[src/rtl/artemis_ddr3_port_arbiter.sv]
`default_nettype none
// ============================================================================
// Module      : artemis_ddr3_port_arbiter
// Description : Round-robin share of one MCB user port between two burst
//               requesters; sequences write-data/command and command/read-data.
// Revision    : 1.0 - initial release
// ============================================================================
module artemis_ddr3_port_arbiter #(
  parameter int RD_TIMEOUT = 256,
  parameter int TO_WIDTH   = 9
) (
  input  logic        clk,
  input  logic        rst_n,
  input  logic        calibration_done,
  input  logic        r0_req,
  input  logic        r0_write,
  input  logic [29:0] r0_addr,
  input  logic [5:0]  r0_bl,
  output logic        r0_gnt,
  input  logic [31:0] r0_wr_data,
  input  logic [3:0]  r0_wr_mask,
  input  logic        r0_wr_stb,
  output logic        r0_wr_rdy,
  output logic [31:0] r0_rd_data,
  output logic        r0_rd_stb,
  output logic        r0_done,
  output logic        r0_error,
  input  logic        r1_req,
  input  logic        r1_write,
  input  logic [29:0] r1_addr,
  input  logic [5:0]  r1_bl,
  output logic        r1_gnt,
  input  logic [31:0] r1_wr_data,
  input  logic [3:0]  r1_wr_mask,
  input  logic        r1_wr_stb,
  output logic        r1_wr_rdy,
  output logic [31:0] r1_rd_data,
  output logic        r1_rd_stb,
  output logic        r1_done,
  output logic        r1_error,
  output logic        cmd_en,
  output logic [2:0]  cmd_instr,
  output logic [5:0]  cmd_bl,
  output logic [29:0] cmd_byte_addr,
  input  logic        cmd_full,
  output logic        wr_en,
  output logic [3:0]  wr_mask,
  output logic [31:0] wr_data,
  input  logic        wr_full,
  input  logic        wr_underrun,
  input  logic        wr_error,
  output logic        rd_en,
  input  logic [31:0] rd_data,
  input  logic        rd_empty,
  input  logic        rd_overflow,
  input  logic        rd_error
);

  typedef enum logic [2:0] {
    S_IDLE    = 3'd0,
    S_WR_DATA = 3'd1,
    S_WR_CMD  = 3'd2,
    S_RD_CMD  = 3'd3,
    S_RD_DATA = 3'd4,
    S_DONE    = 3'd5
  } state_t;

  localparam logic [TO_WIDTH-1:0] c_to_last = TO_WIDTH'(RD_TIMEOUT - 1);

  state_t                r_state;
  state_t                w_next;
  logic                  r_owner;
  logic                  r_last_grant;
  logic [27:0]           r_addr;
  logic [5:0]            r_bl;
  logic [5:0]            r_cnt;
  logic [TO_WIDTH-1:0]   r_timeout;
  logic                  r_err;
  logic                  r_gnt0;
  logic                  r_gnt1;
  logic [31:0]           r_rd_data;
  logic                  r_rd_stb;

  logic                  w_start;
  logic                  w_sel;
  logic                  w_sel_write;
  logic                  w_own_stb;
  logic [31:0]           w_own_data;
  logic [3:0]            w_own_mask;
  logic                  w_fault;
  logic                  w_cnt_last;
  logic                  w_to_hit;
  logic                  w_unused;

  // Tie goes to the requester that did not own the previous transfer
  assign w_start     = calibration_done & (r0_req | r1_req);
  assign w_sel       = (r0_req & r1_req) ? ~r_last_grant : r1_req;
  assign w_sel_write = w_sel ? r1_write : r0_write;
  assign w_own_stb   = r_owner ? r1_wr_stb  : r0_wr_stb;
  assign w_own_data  = r_owner ? r1_wr_data : r0_wr_data;
  assign w_own_mask  = r_owner ? r1_wr_mask : r0_wr_mask;
  assign w_fault     = wr_underrun | wr_error | rd_overflow | rd_error;
  assign w_cnt_last  = (r_cnt == r_bl);
  assign w_to_hit    = (r_timeout == c_to_last);
  assign w_unused    = ^{r0_addr[1:0], r1_addr[1:0]};

  always_ff @(posedge clk or negedge rst_n) begin
    if (!rst_n) r_state <= S_IDLE;
    else        r_state <= w_next;
  end

  always_comb begin
    w_next        = r_state;
    cmd_en        = 1'b0;
    cmd_instr     = 3'b000;
    cmd_bl        = 6'd0;
    cmd_byte_addr = 30'd0;
    wr_en         = 1'b0;
    wr_mask       = 4'd0;
    wr_data       = 32'd0;
    rd_en         = 1'b0;
    case (r_state)
      S_IDLE: begin
        if (w_start) w_next = w_sel_write ? S_WR_DATA : S_RD_CMD;
      end
      S_WR_DATA: begin
        wr_data = w_own_data;
        wr_mask = w_own_mask;
        wr_en   = w_own_stb & ~wr_full;
        if (wr_en && w_cnt_last) w_next = S_WR_CMD;
      end
      S_WR_CMD: begin
        cmd_instr     = 3'b000;
        cmd_bl        = r_bl;
        cmd_byte_addr = {r_addr, 2'b00};
        cmd_en        = ~cmd_full;
        if (!cmd_full) w_next = S_DONE;
      end
      S_RD_CMD: begin
        cmd_instr     = 3'b001;
        cmd_bl        = r_bl;
        cmd_byte_addr = {r_addr, 2'b00};
        cmd_en        = ~cmd_full;
        if (!cmd_full) w_next = S_RD_DATA;
      end
      S_RD_DATA: begin
        rd_en = ~rd_empty;
        if (rd_en && w_cnt_last)     w_next = S_DONE;
        else if (rd_empty && w_to_hit) w_next = S_DONE;
      end
      S_DONE:  w_next = S_IDLE;
      default: w_next = S_IDLE;
    endcase
  end

  always_ff @(posedge clk or negedge rst_n) begin
    if (!rst_n) begin
      r_owner      <= 1'b0;
      r_last_grant <= 1'b1;
      r_addr       <= 28'd0;
      r_bl         <= 6'd0;
      r_cnt        <= 6'd0;
      r_timeout    <= '0;
      r_err        <= 1'b0;
      r_gnt0       <= 1'b0;
      r_gnt1       <= 1'b0;
      r_rd_data    <= 32'd0;
      r_rd_stb     <= 1'b0;
    end else begin
      r_rd_stb <= rd_en;
      if (rd_en) r_rd_data <= rd_data;
      if (r_state != S_IDLE && w_fault) r_err <= 1'b1;
      case (r_state)
        S_IDLE: begin
          if (w_start) begin
            r_owner <= w_sel;
            r_addr  <= w_sel ? r1_addr[29:2] : r0_addr[29:2];
            r_bl    <= w_sel ? r1_bl : r0_bl;
            r_cnt   <= 6'd0;
            r_err   <= 1'b0;
            r_gnt0  <= ~w_sel;
            r_gnt1  <= w_sel;
          end
        end
        S_WR_DATA: begin
          if (wr_en) r_cnt <= r_cnt + 6'd1;
        end
        S_RD_CMD: begin
          r_cnt     <= 6'd0;
          r_timeout <= '0;
        end
        S_RD_DATA: begin
          if (rd_en) begin
            r_cnt     <= r_cnt + 6'd1;
            r_timeout <= '0;
          end else begin
            r_timeout <= r_timeout + TO_WIDTH'(1);
            if (w_to_hit) r_err <= 1'b1;
          end
        end
        S_DONE: begin
          r_last_grant <= r_owner;
          r_gnt0       <= 1'b0;
          r_gnt1       <= 1'b0;
        end
        default: ;
      endcase
    end
  end

  assign r0_gnt     = r_gnt0;
  assign r1_gnt     = r_gnt1;
  assign r0_wr_rdy  = (r_state == S_WR_DATA) & ~wr_full & ~r_owner;
  assign r1_wr_rdy  = (r_state == S_WR_DATA) & ~wr_full &  r_owner;
  assign r0_rd_stb  = r_rd_stb & ~r_owner;
  assign r1_rd_stb  = r_rd_stb &  r_owner;
  assign r0_rd_data = r_owner ? 32'd0 : r_rd_data;
  assign r1_rd_data = r_owner ? r_rd_data : 32'd0;
  assign r0_done    = (r_state == S_DONE) & ~r_owner;
  assign r1_done    = (r_state == S_DONE) &  r_owner;
  assign r0_error   = r0_done & r_err;
  assign r1_error   = r1_done & r_err;

endmodule
`default_nettype wire

[config.mk]
export PLATFORM = sky130hd
export DESIGN_NAME = artemis_ddr3_port_arbiter
export DESIGN_NICKNAME = d
export VERILOG_FILES = /design/src/rtl/artemis_ddr3_port_arbiter.sv
export SDC_FILE = /design/constraint.sdc
export NUM_CORES = 1
export LEC_CHECK = 0
export CAP_MARGIN = 15
export CORE_AREA = 2 2 135 137
export CTS_CLUSTER_SIZE = 28
export DETAILED_ROUTE_END_ITERATION = 8
export DIE_AREA = 0 0 137 139
export HOLD_SLACK_MARGIN = 0.15
export PLACE_DENSITY = 0.69
export SYNTH_ARGS = -nofsm -noshare
export SYNTH_HDL_FRONTEND = slang
export SYNTH_SLANG_ARGS = --single-unit
[constraint.sdc]
create_clock -name clk -period 5.9 [get_ports clk]
set_input_delay 1.77 -clock clk [delete_from_list [all_inputs] [get_ports clk]]
set_output_delay 1.77 -clock clk [all_outputs]
set_load 0.005 [all_outputs]
==> metrics <==
outcome=complete, no violations; Util after Layout=0.518; DR vias=5056; Worst Path Max Fanout=3; Avg Cell Area, Syn=9.40 sq um; I/O pin total=344; Worst-Skew Late Latency=between 0.3 and 0.4 ns; core area=17700 sq um; Post-CTS Setup Bufs=0; H-Tree Depth=3; largest net degree at the start of global routing=71; nets=1076; Die ar.=around 19000 sq um; Worst-Margin Slew=0.970 ns; Setup TNS Final=0 ns; Period minus WS final=5.04 ns; WL final=about 18000 microns; maximum vdd drop=about 0.22 mV; WL/cell=15.8 microns; Fillers=approximately 1700; CP Class=primary input to primary output; Top FF cell, synth=dfrtp_1; IO buf count=335; clock skew=roughly 0.0043 ns; placed instance count=approximately 1100; max-cap violations=0; crit path DAT=3.27 ns; final instance area=just over 9000 sq um; Power Total=3.58 mW; relative max-transition margin=0.351; sequential element share of the synthesized area=0.421; Seq cells post-synth=90; yosys warns=0; mapped cell area=5350 sq um; HP Class=register to register; Worst-path clk slew=0.06 ns; Die H=139 microns; Final Hold Fails=0; global-route wire length before repair=26800 microns; DRC Markers=0; CTS Buf Count=9; Placed Instance Area=8890 sq um; pins over their slew limit=0; maximum buffer depth of the clock tree=2; row count=49; post-synthesis cell type count=44; CTS resizes=0; CP startpoint kind=primary input; count of final setup violators=0; Reg2Reg Setup Slack=3.43 ns; DIE WIDTH=137 microns; Crit. Startpoint=r1_wr_stb; Final Cycle Share=0.854; pwr dens=~390 nW/um^2; drt pass-1 iters=4; 1st-iter DRT viols=156; initial antenna violation count=2; RSZ-0062 raised after global routing=false; fmax=about 0.20 GHz; Initial Util=0.303; Antenna Nets Post-Route=0; gr ovfl total=0; Synth Instances=about 570; Leakage=3.88 nW; post-route insts no fill=1114; area grow syn2layout=71.0%; routability cong.=0.780; r2r startpoint=r_owner; CTS tree=yes; Synth async-reset ratio=1.00; Post-synth EDFFs=0; clk root buf=clkbuf_16; vias per cell=~4.5; vias in the first global route=4858; fraction of layout cells with a size suffix above 1=0.0679; hold buffer count at CTS=0; GRT Total Usage=0.183; CP endpoint kind=primary output; DP HPWL=13800 microns; Worst Path Required=4.13 ns; clock sinks=90; Hold Path Origin=r_addr[23]
-- final cells by class --
type                       count  area, sq um  share of cell area
timing repair buffer         343         3410               0.373
multi-input combinational    432         2910               0.319
sequential                    90         2260               0.247
tap                          229          287              0.0313
clock buffer                  14          254              0.0278
inverter                       5         18.8             0.00205
antenna                        1         2.50            0.000274
-- layer usage --
layer	global-route usage	vias up	wire length, microns
met3	0.0570	18	1700
li1	-	2527	-
met1	0.230	2279	7400
met2	0.295	230	8250
met4	0.0591	2	252
met5	0	-	19
-- state kept, by name (all words and copies together) (netlist names) --
signal        cells
r1_gnt            1
r_rd_data        32
r_cnt             6
r0_gnt            1
r_state           3
r_addr           28
r_err             1
r_last_grant      1
r_bl              6
r_timeout         9
r_owner           1
r_rd_stb          1
-- cells in the final DEF, fill, tap and decap left out, drive strengths merged, types with 3 or more instances in the layout --
master,Yosys,routed
mux2,32,32
ha,3,3
nand2,46,46
nor2,47,47
and2,72,72
a21o,3,3
nand3,6,6
xor2,6,6
nor2b,37,37
conb,1,4
mux2i,72,72
buf,13,9
dfrtp,89,89
nand3b,3,3
clkdlybuf4s50,0,334
clkbuf,32,14
inv,5,5
o31ai,3,3
nand4,4,4
nand2b,5,5
o21ai,60,60
nor3,4,4
and3,6,6
-- cells in the mapped netlist, types with 2 or more instances --
master,n,area share
mux2_2,32,0.067
nor3_1,3,0.0028
nand3_1,6,0.0056
or4_1,2,0.0028
o21ai_0,60,0.056
and2_1,72,0.084
nand2b_1,5,0.0058
buf_2,5,0.0047
nor2b_1,37,0.043
clkbuf_1,32,0.022
buf_1,4,0.0028
and3_1,6,0.0070
nor2_1,46,0.032
xnor2_1,2,0.0033
dfrtp_1,89,0.42
nand3b_1,2,0.0028
mux2i_1,72,0.13
buf_4,4,0.0056
xor2_1,6,0.0098
inv_1,5,0.0035
o31ai_1,3,0.0042
a21o_1,3,0.0042
ha_1,3,0.0070
nand2_1,46,0.032
nand4_1,4,0.0047
nor3b_1,2,0.0028
-- path summary, 6_finish.rpt --
kind | cells after the start | to
worst max-delay path | 4 | wr_en
worst max register to register | 5 | r_cnt[5]
worst min register to register | 2 | r_addr[23]
worst min-delay path | 2 | r_addr[23]
min in group asynchronous | 1 | r_addr[8]
max in group asynchronous | 2 | r_owner
-- where the power goes --
part | internal [mW] | total (mW) | switching (mW) | leakage, nW
combinational | 1.17 | 1.95 | 0.777 | 2.63
clock | 0.293 | 0.515 | 0.222 | 0.123
sequential | 0.882 | 1.11 | 0.232 | 1.13
total | 2.34 | 3.58 | 1.23 | 3.88
-- cells by family after synthesis --
family / after synthesis / share of synthesized area
XOR/XNOR: 8 / 0.0131
buffers and inverters: 50 / 0.0391
AND/OR/NAND/NOR: 239 / 0.241
multiplexers: 104 / 0.202
adder cells (fa/ha/maj): 3 / 0.00702
other: 1 / 0.000701
flip-flops: 90 / 0.421
AO/OA/AOI/OAI: 74 / 0.0760
-- worst max-delay path, cell delays in order --
cell and delay (ns):
clkdlybuf4s50_1 0.45, mux2i_1 0.14, nor3_1 0.33, clkdlybuf4s50_1 0.57
-- stage by stage --
stage / worst slack [ns] / hold WS [ns]
floorplan: 1.50 / 0.442
global placement: 0.802 / 0.453
global route: 0.792 / 0.502
detailed placement: 0.810 / 0.461
finish: 0.861 / 0.470
CTS: 0.811 / 0.475
No activity file was read; power rests on OpenSTA's default activity.
